File: config.mk
export PLATFORM = sky130hd
export DESIGN_NAME = writeback_unit
export DESIGN_NICKNAME = d
export VERILOG_FILES = /design/src/rtl/mspu_pkg.sv /design/src/rtl/load_extend.sv /design/src/rtl/writeback_unit.sv
export SDC_FILE = /design/constraint.sdc
export NUM_CORES = 1
export LEC_CHECK = 0
export ABC_AREA = 1
export BUFFER_PORTS_ARGS = -buffer_cell sky130_fd_sc_hd__buf_2
export CAP_MARGIN = 20
export CORE_MARGIN = 8
export CORE_UTILIZATION = 47
export DETAILED_ROUTE_END_ITERATION = 8
export HOLD_SLACK_MARGIN = 0.1
export PLACE_DENSITY = 0.84
export SLEW_MARGIN = 10
export SYNTH_ARGS = -nofsm -noshare
export SYNTH_HDL_FRONTEND = slang
export SYNTH_SLANG_ARGS = --single-unit
File: constraint.sdc
create_clock -name clk -period 1.6 [get_ports clk]
set_clock_uncertainty 0.05 [all_clocks]
set_input_delay 0.08 -clock clk [delete_from_list [all_inputs] [get_ports clk]]
set_output_delay 0.08 -clock clk [all_outputs]
set_load 0.02 [all_outputs]
File: src/rtl/mspu_pkg.sv
// Shared definitions for the memory/scalar pipeline: load size/sign codes
// and the writeback FSM state type.
package mspu_pkg;

  localparam logic [2:0] F3_LB  = 3'b000;
  localparam logic [2:0] F3_LH  = 3'b001;
  localparam logic [2:0] F3_LW  = 3'b010;
  localparam logic [2:0] F3_LBU = 3'b100;
  localparam logic [2:0] F3_LHU = 3'b101;

  typedef enum logic {
    WB_IDLE      = 1'b0,
    WB_WAIT_LOAD = 1'b1
  } wb_state_t;

endpackage

File: src/rtl/load_extend.sv
// Selects the addressed byte/halfword of a load response and sign- or
// zero-extends it to XLEN; word and unknown codes pass the raw data.
module load_extend
  import mspu_pkg::*;
#(
  parameter int XLEN = 32
) (
  input  logic [2:0]      funct3,
  input  logic [1:0]      off,
  input  logic [XLEN-1:0] data,
  output logic [XLEN-1:0] result
);

  logic [7:0]  byte_sel;
  logic [15:0] half_sel;

  always_comb begin
    byte_sel = data[7:0];
    case (off)
      2'd0: byte_sel = data[7:0];
      2'd1: byte_sel = data[15:8];
      2'd2: byte_sel = data[23:16];
      2'd3: byte_sel = data[31:24];
      default: byte_sel = data[7:0];
    endcase
    // Halfword loads are aligned by off[1]; off[0] does not matter here.
    half_sel = off[1] ? data[31:16] : data[15:0];
  end

  always_comb begin
    result = data;
    case (funct3)
      F3_LB:   result = {{(XLEN-8){byte_sel[7]}}, byte_sel};
      F3_LBU:  result = {{(XLEN-8){1'b0}}, byte_sel};
      F3_LH:   result = {{(XLEN-16){half_sel[15]}}, half_sel};
      F3_LHU:  result = {{(XLEN-16){1'b0}}, half_sel};
      default: result = data;
    endcase
  end

endmodule

File: src/rtl/writeback_unit.sv
// Register-file writeback: merges ALU results and load responses into one
// write port, tracks a single outstanding load, and skids a colliding ALU result.
module writeback_unit
  import mspu_pkg::*;
#(
  parameter int XLEN      = 32,
  parameter int NREG_BITS = 5
) (
  input  logic                 clk,
  input  logic                 reset,
  input  logic                 run,
  input  logic                 alu_valid,
  input  logic [NREG_BITS-1:0] alu_rd,
  input  logic [XLEN-1:0]      alu_data,
  output logic                 alu_ready,
  input  logic                 ld_req_valid,
  input  logic [NREG_BITS-1:0] ld_req_rd,
  input  logic [2:0]           ld_req_funct3,
  input  logic [1:0]           ld_req_off,
  output logic                 ld_req_ready,
  input  logic                 mem_rvalid,
  input  logic [XLEN-1:0]      mem_rdata,
  output logic [NREG_BITS-1:0] waddr,
  output logic [XLEN-1:0]      wdata,
  output logic                 reg_we,
  output logic                 busy_valid,
  output logic [NREG_BITS-1:0] busy_rd,
  output wb_state_t            state
);

  // Handshake: an ALU result is taken when alu_valid && alu_ready on a run
  // cycle; a load is issued when ld_req_valid && ld_req_ready on a run cycle.
  logic [NREG_BITS-1:0] cap_rd;
  logic [2:0]           cap_funct3;
  logic [1:0]           cap_off;
  logic                 skid_valid;
  logic [NREG_BITS-1:0] skid_rd;
  logic [XLEN-1:0]      skid_data;
  logic [XLEN-1:0]      ld_result;
  logic                 load_fire;
  logic                 alu_take;

  load_extend #(.XLEN(XLEN)) u_load_extend (
    .funct3 (cap_funct3),
    .off    (cap_off),
    .data   (mem_rdata),
    .result (ld_result)
  );

  assign load_fire    = (state == WB_WAIT_LOAD) && mem_rvalid;
  assign alu_take     = alu_valid && !skid_valid;
  assign alu_ready    = !skid_valid;
  assign ld_req_ready = (state == WB_IDLE);
  assign busy_valid   = (state == WB_WAIT_LOAD);
  assign busy_rd      = cap_rd;

  always_ff @(posedge clk) begin
    if (!reset) begin
      state      <= WB_IDLE;
      cap_rd     <= '0;
      cap_funct3 <= '0;
      cap_off    <= '0;
      skid_valid <= 1'b0;
      skid_rd    <= '0;
      skid_data  <= '0;
      waddr      <= '0;
      wdata      <= '0;
      reg_we     <= 1'b0;
    end else if (!run) begin
      reg_we <= 1'b0;
    end else begin
      reg_we <= 1'b0;
      case (state)
        WB_IDLE: begin
          if (ld_req_valid) begin
            cap_rd     <= ld_req_rd;
            cap_funct3 <= ld_req_funct3;
            cap_off    <= ld_req_off;
            state      <= WB_WAIT_LOAD;
          end
        end
        WB_WAIT_LOAD: begin
          if (mem_rvalid) state <= WB_IDLE;
        end
        default: state <= WB_IDLE;
      endcase

      // Load wins the port; a same-cycle ALU result waits one cycle in the skid.
      if (load_fire) begin
        if (cap_rd != '0) begin
          reg_we <= 1'b1;
          waddr  <= cap_rd;
          wdata  <= ld_result;
        end
        if (alu_take) begin
          skid_valid <= 1'b1;
          skid_rd    <= alu_rd;
          skid_data  <= alu_data;
        end
      end else if (skid_valid) begin
        skid_valid <= 1'b0;
        if (skid_rd != '0) begin
          reg_we <= 1'b1;
          waddr  <= skid_rd;
          wdata  <= skid_data;
        end
      end else if (alu_valid && (alu_rd != '0)) begin
        reg_we <= 1'b1;
        waddr  <= alu_rd;
        wdata  <= alu_data;
      end
    end
  end

endmodule

==> results.cfg, run 1 <==
[job]
cap_violations = 0

[timing]
fmax_ghz = 0.636
hold_viol_final = 0
fin_ws_ns = 0.0273
setup_viol = 0
slew_viol_final = 0
min_period_over_period = 0.983
period_minus_slack_ns = 1.57
maxSlewHeadroom = 0.728
worst_pin_slew_ns = 0.407

[synthesis]
synth-adder-area-share = 0
yosys.area_share.simple = 0.255
syn_nets = 735
synth.avg_cell_area_sq_um = 6.74
synth_async_sr_flop_share = 0
syn_area_sq_um = 4380
muxShareOfSynthArea = 0
yosysTopAreaCell = dfxtp_1
synth-main-ff-cell = dfxtp_1
synth_seq_cells = 87
synth_cells = 650
synth_compound_area_frac = 0.253
synth_edf_count = 0
synth.top_cell.area_share = 0.397
synth_cell_type_count = 32
ys_seq_area_frac = 0.397
synthXorXnorAreaFrac = 0
yosysWarnings = 0
netlist_top_cells_area = dfxtp_1, nand2_1, a21oi_1
synth_top_family_by_area = simple AND/OR/NAND/NOR gates

[finish]
register_area_sq_um = 1750
multi_input_area_sq_um = 2260
final_area_sq_um = 6110
area_growth_pct = 39.3
fillers = 753
nNetsFinal = 919
fin_cells = 951
drive_gt1_frac = 0.240

[routing]
vias = 5232
vias_per_cell = 5.50
wl_um = 15800
drt_iter0_drc = 444
antenna_left = 0
wl_per_cell_um = 16.6
drc_errors = 0
dr.pass1.iters = 5

[status]
status = finished clean

[power]
power_mw = 5.18
leakage_nw = 2.86
p_per_area_nw_per_um2 = 849
p_int_mw = 3.63
combPwrFrac = 0.236
power_frac_seq = 0.453
switching_share = 0.299
p_clk_frac = 0.311
netSwitchingPower_mw = 1.55
ir_worst_vdd_uv = 512

[grt]
grt_pass1_wl_um = 25300
grt_remaining_overflow = 0
grt_usage = 0.244
grt_max_degree = 44
grt_util_met1 = 0.272
grt_use_met3 = 0.0730
gr-usage-met2 = 0.416
antenna_found_initial = 2
gr-max-usage-layer = met2
first_global_vias = 5230

[clock_network]
clock_path_buffers = 2
clock-sinks = 87
path_clk_slew_ns = 0.09
cts_tree = yes
htreeDepth = 3
cts_root_buf = clkbuf_8
clkLatencyLatePin_ns = 0.36
cts_buffers = 9

[place]
dp_hpwl_um = 11300
dpl_worst_slack_ns = -0.00676
gp_congestion = 0.980
placed_cells = 874
portBuffers = 131
placed_cell_area_sq_um = 5230

[critical_path]
critPathKind = register to register
crit_slowest_cell = dfxtp_4
slowest_delay_ns = 0.38
end_kind = register
cpMostUsedCell = nand3_1
reg2reg_depth = 8
path_depth = 8
worstPathMaxFanout = 12
crit_required_ns = 1.80
cp_top_family = simple AND/OR/NAND/NOR gates
crit_buf_inv = 1
start_kind = register
path_cells = or2_2 -> nand3_1 -> nand3_2 -> nand2_4 -> clkbuf_16 -> nand3_1 -> nand2_1 -> a21oi_1
cp.arrival_ns = 1.77

[die]
std_cell_rows = 35
core_area_sq_um = 9150
die_h_um = 113
io_pins = 132
dieArea_sq_um = 12700
start_util = 0.479
die_w_um = 113

[worst_hold_path]
hp-class = input pin to register
min_path_cells = 5
-- stage by stage --
stage | setup TNS (ns) | hold WS (ns) | utilization
finish | 0 | 0.104 | 0.667
detailed placement | -0.00676 | 0.263 | 0.571
global route | -0.175 | 0.131 | 0.667
CTS | 0 | 0.101 | 0.658
global placement | 0 | 0.252 | 0.571
floorplan | 0 | 0.165 | -
-- kinds of logic (layout without fill, tap and decap cells) --
kind of cell,after synthesis,count (layout)
AND/OR/NAND/NOR,261,261
AO/OA/AOI/OAI,207,207
other,0,1
buffers and inverters,95,284
flip-flops,87,87
-- synth_stat cells, types with 4 or more instances --
cell type    n
a21oi_1     98
a22oi_1     14
buf_2       17
buf_4        4
clkbuf_1    19
dfxtp_1     87
inv_1       46
nand2_1    133
nand2_2      4
nand3_1     37
nor2_1      62
nor3_1      17
o211ai_1     7
o21ai_0     65
o21ai_1     15
-- tightest hold or removal path, delay by kind of cell --
kind / cells / cell delay [ns]
AOI/OAI and AO/OA: 2 / 0.18
buffers and inverters: 1 / 0.09
and+or+nand+nor: 2 / 0.13
-- layer usage --
layer  vias to the layer above  wire [um]  share of wire
li1                       2539          -              -
met1                      2350       6180           0.39
met2                       289       7640           0.48
met3                        52       1410          0.089
met4                         2        562          0.036
met5                         -         13        0.00082
-- power groups by stage --
stage / logic [mW] / registers, mW / clock network, mW
floorplan: 0.527 / 2.49 / 0
global placement: 1.01 / 2.39 / 0
detailed placement: 1.04 / 2.39 / 0
CTS: 1.15 / 2.34 / 1.62
global route: 1.33 / 2.36 / 1.73
finish: 1.22 / 2.35 / 1.61
-- final timing paths --
kind / slack (ns) / endpoint / from
min: 0.10 / wdata[16] / mem_rdata[16]
min reg2reg: 0.42 / wdata[22] / wdata[22]
max: 0.03 / wdata[29] / cap_off[1]
max reg2reg: 0.03 / wdata[29] / cap_off[1]
-- cell type report --
| type | count | share of cell area |
|---|---|---|
| antenna | 1 | 0.000410 |
| clock buffer | 13 | 0.0277 |
| tap | 111 | 0.0227 |
| inverter | 52 | 0.0332 |
| timing repair buffer | 216 | 0.253 |
| clock inverter | 3 | 0.00656 |
| sequential | 87 | 0.287 |
| multi-input combinational | 468 | 0.370 |
-- flip-flops by register name, indices dropped and copies added (netlist names) --
signal and flops:
skid_rd 5, reg_we 1, skid_valid 1, skid_data 32, wdata 32, busy_valid 1, busy_rd 5, waddr 5
cap_off 2, cap_funct3 3
-- repair_timing --
| action | CTS | global route |
|---|---|---|
| gates resized for setup | 2 | 20 |
| pin swaps | 0 | 2 |
| setup buffers | 0 | 1 |
| gates cloned | 0 | 1 |
| endpoints found under the setup margin | 3 | 48 |
| endpoints found under the hold margin | 69 | 0 |
| hold buffers | 58 | 0 |
-- cell usage in the layout, fill, tap and decap left out, types with 2 or more instances in the layout --
cell,Yosys,final
nand2_1,133,132
buf_2,17,131
a21oi_1,98,98
dfxtp_1,87,84
o21ai_0,65,61
nor2_1,62,60
dlygate4sd3_1,0,58
inv_1,46,44
nand3_1,37,36
o21ai_1,15,19
buf_4,4,17
nor3_1,17,15
a22oi_1,14,14
clkbuf_8,0,12
o211ai_1,7,7
buf_12,0,6
inv_2,2,4
nand2_4,2,4
nor2_2,2,4
nand2_2,4,3
buf_6,2,3
clkinv_1,2,2
o22ai_1,2,2
o221ai_1,2,2
nor3_2,0,2
dfxtp_4,0,2
clkinv_2,0,2
(Power assumes the default switching activity.)
==> inputs of run 2 (changes only) <==
--- a/config.mk
+++ b/config.mk
@@ -12,7 +12,7 @@
 export CORE_UTILIZATION = 47
 export DETAILED_ROUTE_END_ITERATION = 8
 export HOLD_SLACK_MARGIN = 0.1
-export PLACE_DENSITY = 0.84
+export PLACE_DENSITY = 0.77
 export SLEW_MARGIN = 10
 export SYNTH_ARGS = -nofsm -noshare
 export SYNTH_HDL_FRONTEND = slang
==> run 2 against run 1 <==
Effect of this change:
- total power is 3.5% higher
- setup slack worse by 0.0055 ns
- worst hold slack lost 0.0030 ns
- register-to-register slack hardly changed
- wire length is 1.5% higher
- utilization is 1.7 points higher
- global-route usage fell by 0.58 points
- cell area up 2.6%
- clock-buffer cell count shrank 2
- die area unchanged
- first-iteration DRC count is 8.3% lower
- clock power rose by 7%
==> results.cfg, run 2 (synthesis results as in run 1) <==
[critical_path]
reg2reg_depth = 9
startpoint = skid_valid
critPathKind = register to register
crit_required_ns = 1.85
start_kind = register
cp.arrival_ns = 1.82
worstPathMaxFanout = 16
end_kind = register
reg2reg_from = skid_valid

[status]
status = finished clean

[worst_hold_path]
hp-class = input pin to register
min_path_cells = 5
hp-start = mem_rdata[19]

[timing]
hold_ws_ns = 0.101
rsz0062_at_grt = true
min_period_over_period = 0.986
period_minus_slack_ns = 1.58
maxSlewHeadroom = 0.730
worst_pin_slew_ns = 0.405
setup_viol = 0
fmax_ghz = 0.634
fin_ws_ns = 0.0219
slew_viol_final = 0
hold_viol_final = 0

[power]
leakage_nw = 2.91
p_clk_frac = 0.321
netSwitchingPower_mw = 1.61
power_frac_seq = 0.439
ir_worst_vdd_uv = 592
combPwrFrac = 0.240
p_per_area_nw_per_um2 = 856
power_mw = 5.36
switching_share = 0.299
p_int_mw = 3.76

[job]
cap_violations = 0

[routing]
drc_errors = 0
antenna_left = 0
vias_per_cell = 5.51
drt_iter0_drc = 407
vias = 5257
dr.pass1.iters = 5
wl_um = 16000
wl_per_cell_um = 16.8

[grt]
antenna_found_initial = 0
first_global_vias = 5016
grt_usage = 0.239
grt_max_degree = 55
grt_remaining_overflow = 0
grt_pass1_wl_um = 24800

[die]
std_cell_rows = 35
io_pins = 132
dieArea_sq_um = 12700
die_h_um = 113
die_w_um = 113
start_util = 0.479
core_area_sq_um = 9150

[finish]
layout_common_cells = nand2_1, buf_2, a21oi_1
antennaDiodeCount = 0
area_growth_pct = 43.0
nNetsFinal = 923
drive_gt1_frac = 0.246
multi_input_area_sq_um = 2300
fillers = 714
register_area_sq_um = 1750
top_regs = skid_data (32), wdata (32)

[clock_network]
path_clk_slew_ns = 0.09
cts_tree = yes
cts_buffers = 9
clkLatencyLatePin_ns = 0.37
cts_root_buf = clkbuf_8
clock_path_buffers = 2
post_cts_buffers = 0
clock-sinks = 87
htreeDepth = 3

[place]
gp_congestion = 0.943
portBuffers = 131
dpl_worst_slack_ns = 0.00880
dp_hpwl_um = 10700
## run 2: changes by cell type in the layout (fill, tap and decap cells not counted), sizes merged
cell / before / now
clkinvlp: 0 / 2
bufinv: 1 / 2
diode: 1 / 0
dlygate4sd3: 58 / 60
clkinv: 4 / 3
buf: 157 / 156
clkbuf: 14 / 15
## run 2: critical path, cell delays in order, from the launching register on
cell     delay, ns
dfxtp_2       0.35
buf_4         0.15
nand2_4       0.08
nor2_1        0.04
nand2_1       0.10
nand2_4       0.09
buf_12        0.16
nor3_1        0.24
nand2_1       0.11
a21oi_1       0.15
## run 2: through the flow
step	cells	instance area, sq um	setup TNS [ns]	utilization
final	954	6270	0	0.685
after global routing	954	6270	-0.186	0.685
after CTS	950	6080	0	0.664
after floorplan	650	4380	0	-
after detailed placement	874	5250	0	0.574
after global placement	874	5250	0	0.574
## run 2: power groups by stage
stage	Clock (mW)	Combinational, mW	Sequential, mW
after floorplan	0	0.527	2.49
after global placement	0	1.02	2.39
after detailed placement	0	1.03	2.40
after CTS	1.73	1.15	2.35
after global routing	1.82	1.39	2.37
final	1.72	1.29	2.35
## run 2: worst paths after layout
path	slack, ns	end
setup / recovery	0.02	wdata[31]
hold / removal	0.10	wdata[19]
setup reg to reg	0.02	wdata[31]
hold reg to reg	0.42	wdata[29]
## run 2: layout make-up
cell class,count,area share
Clock buffer,11,0.0226
Sequential cell,87,0.279
Tap cell,111,0.0222
Multi-Input combinational cell,468,0.367
Inverter,52,0.0333
Timing Repair Buffer,220,0.263
Clock inverter,5,0.0130
## run 2: routing by layer
layer | vias up | wire length [um] | GRT usage
met5 | - | 0 | 0
met4 | 0 | 509 | 0.103
met3 | 45 | 1190 | 0.0558
met2 | 276 | 8060 | 0.415
met1 | 2386 | 6290 | 0.273
li1 | 2550 | - | -
## run 2: what timing repair did
item / in CTS / in global routing
hold buffers: 60 / 0
resized for setup: 0 / 29
hold endpoints to repair: 69 / 0
endpoints found under the setup margin: 0 / 46
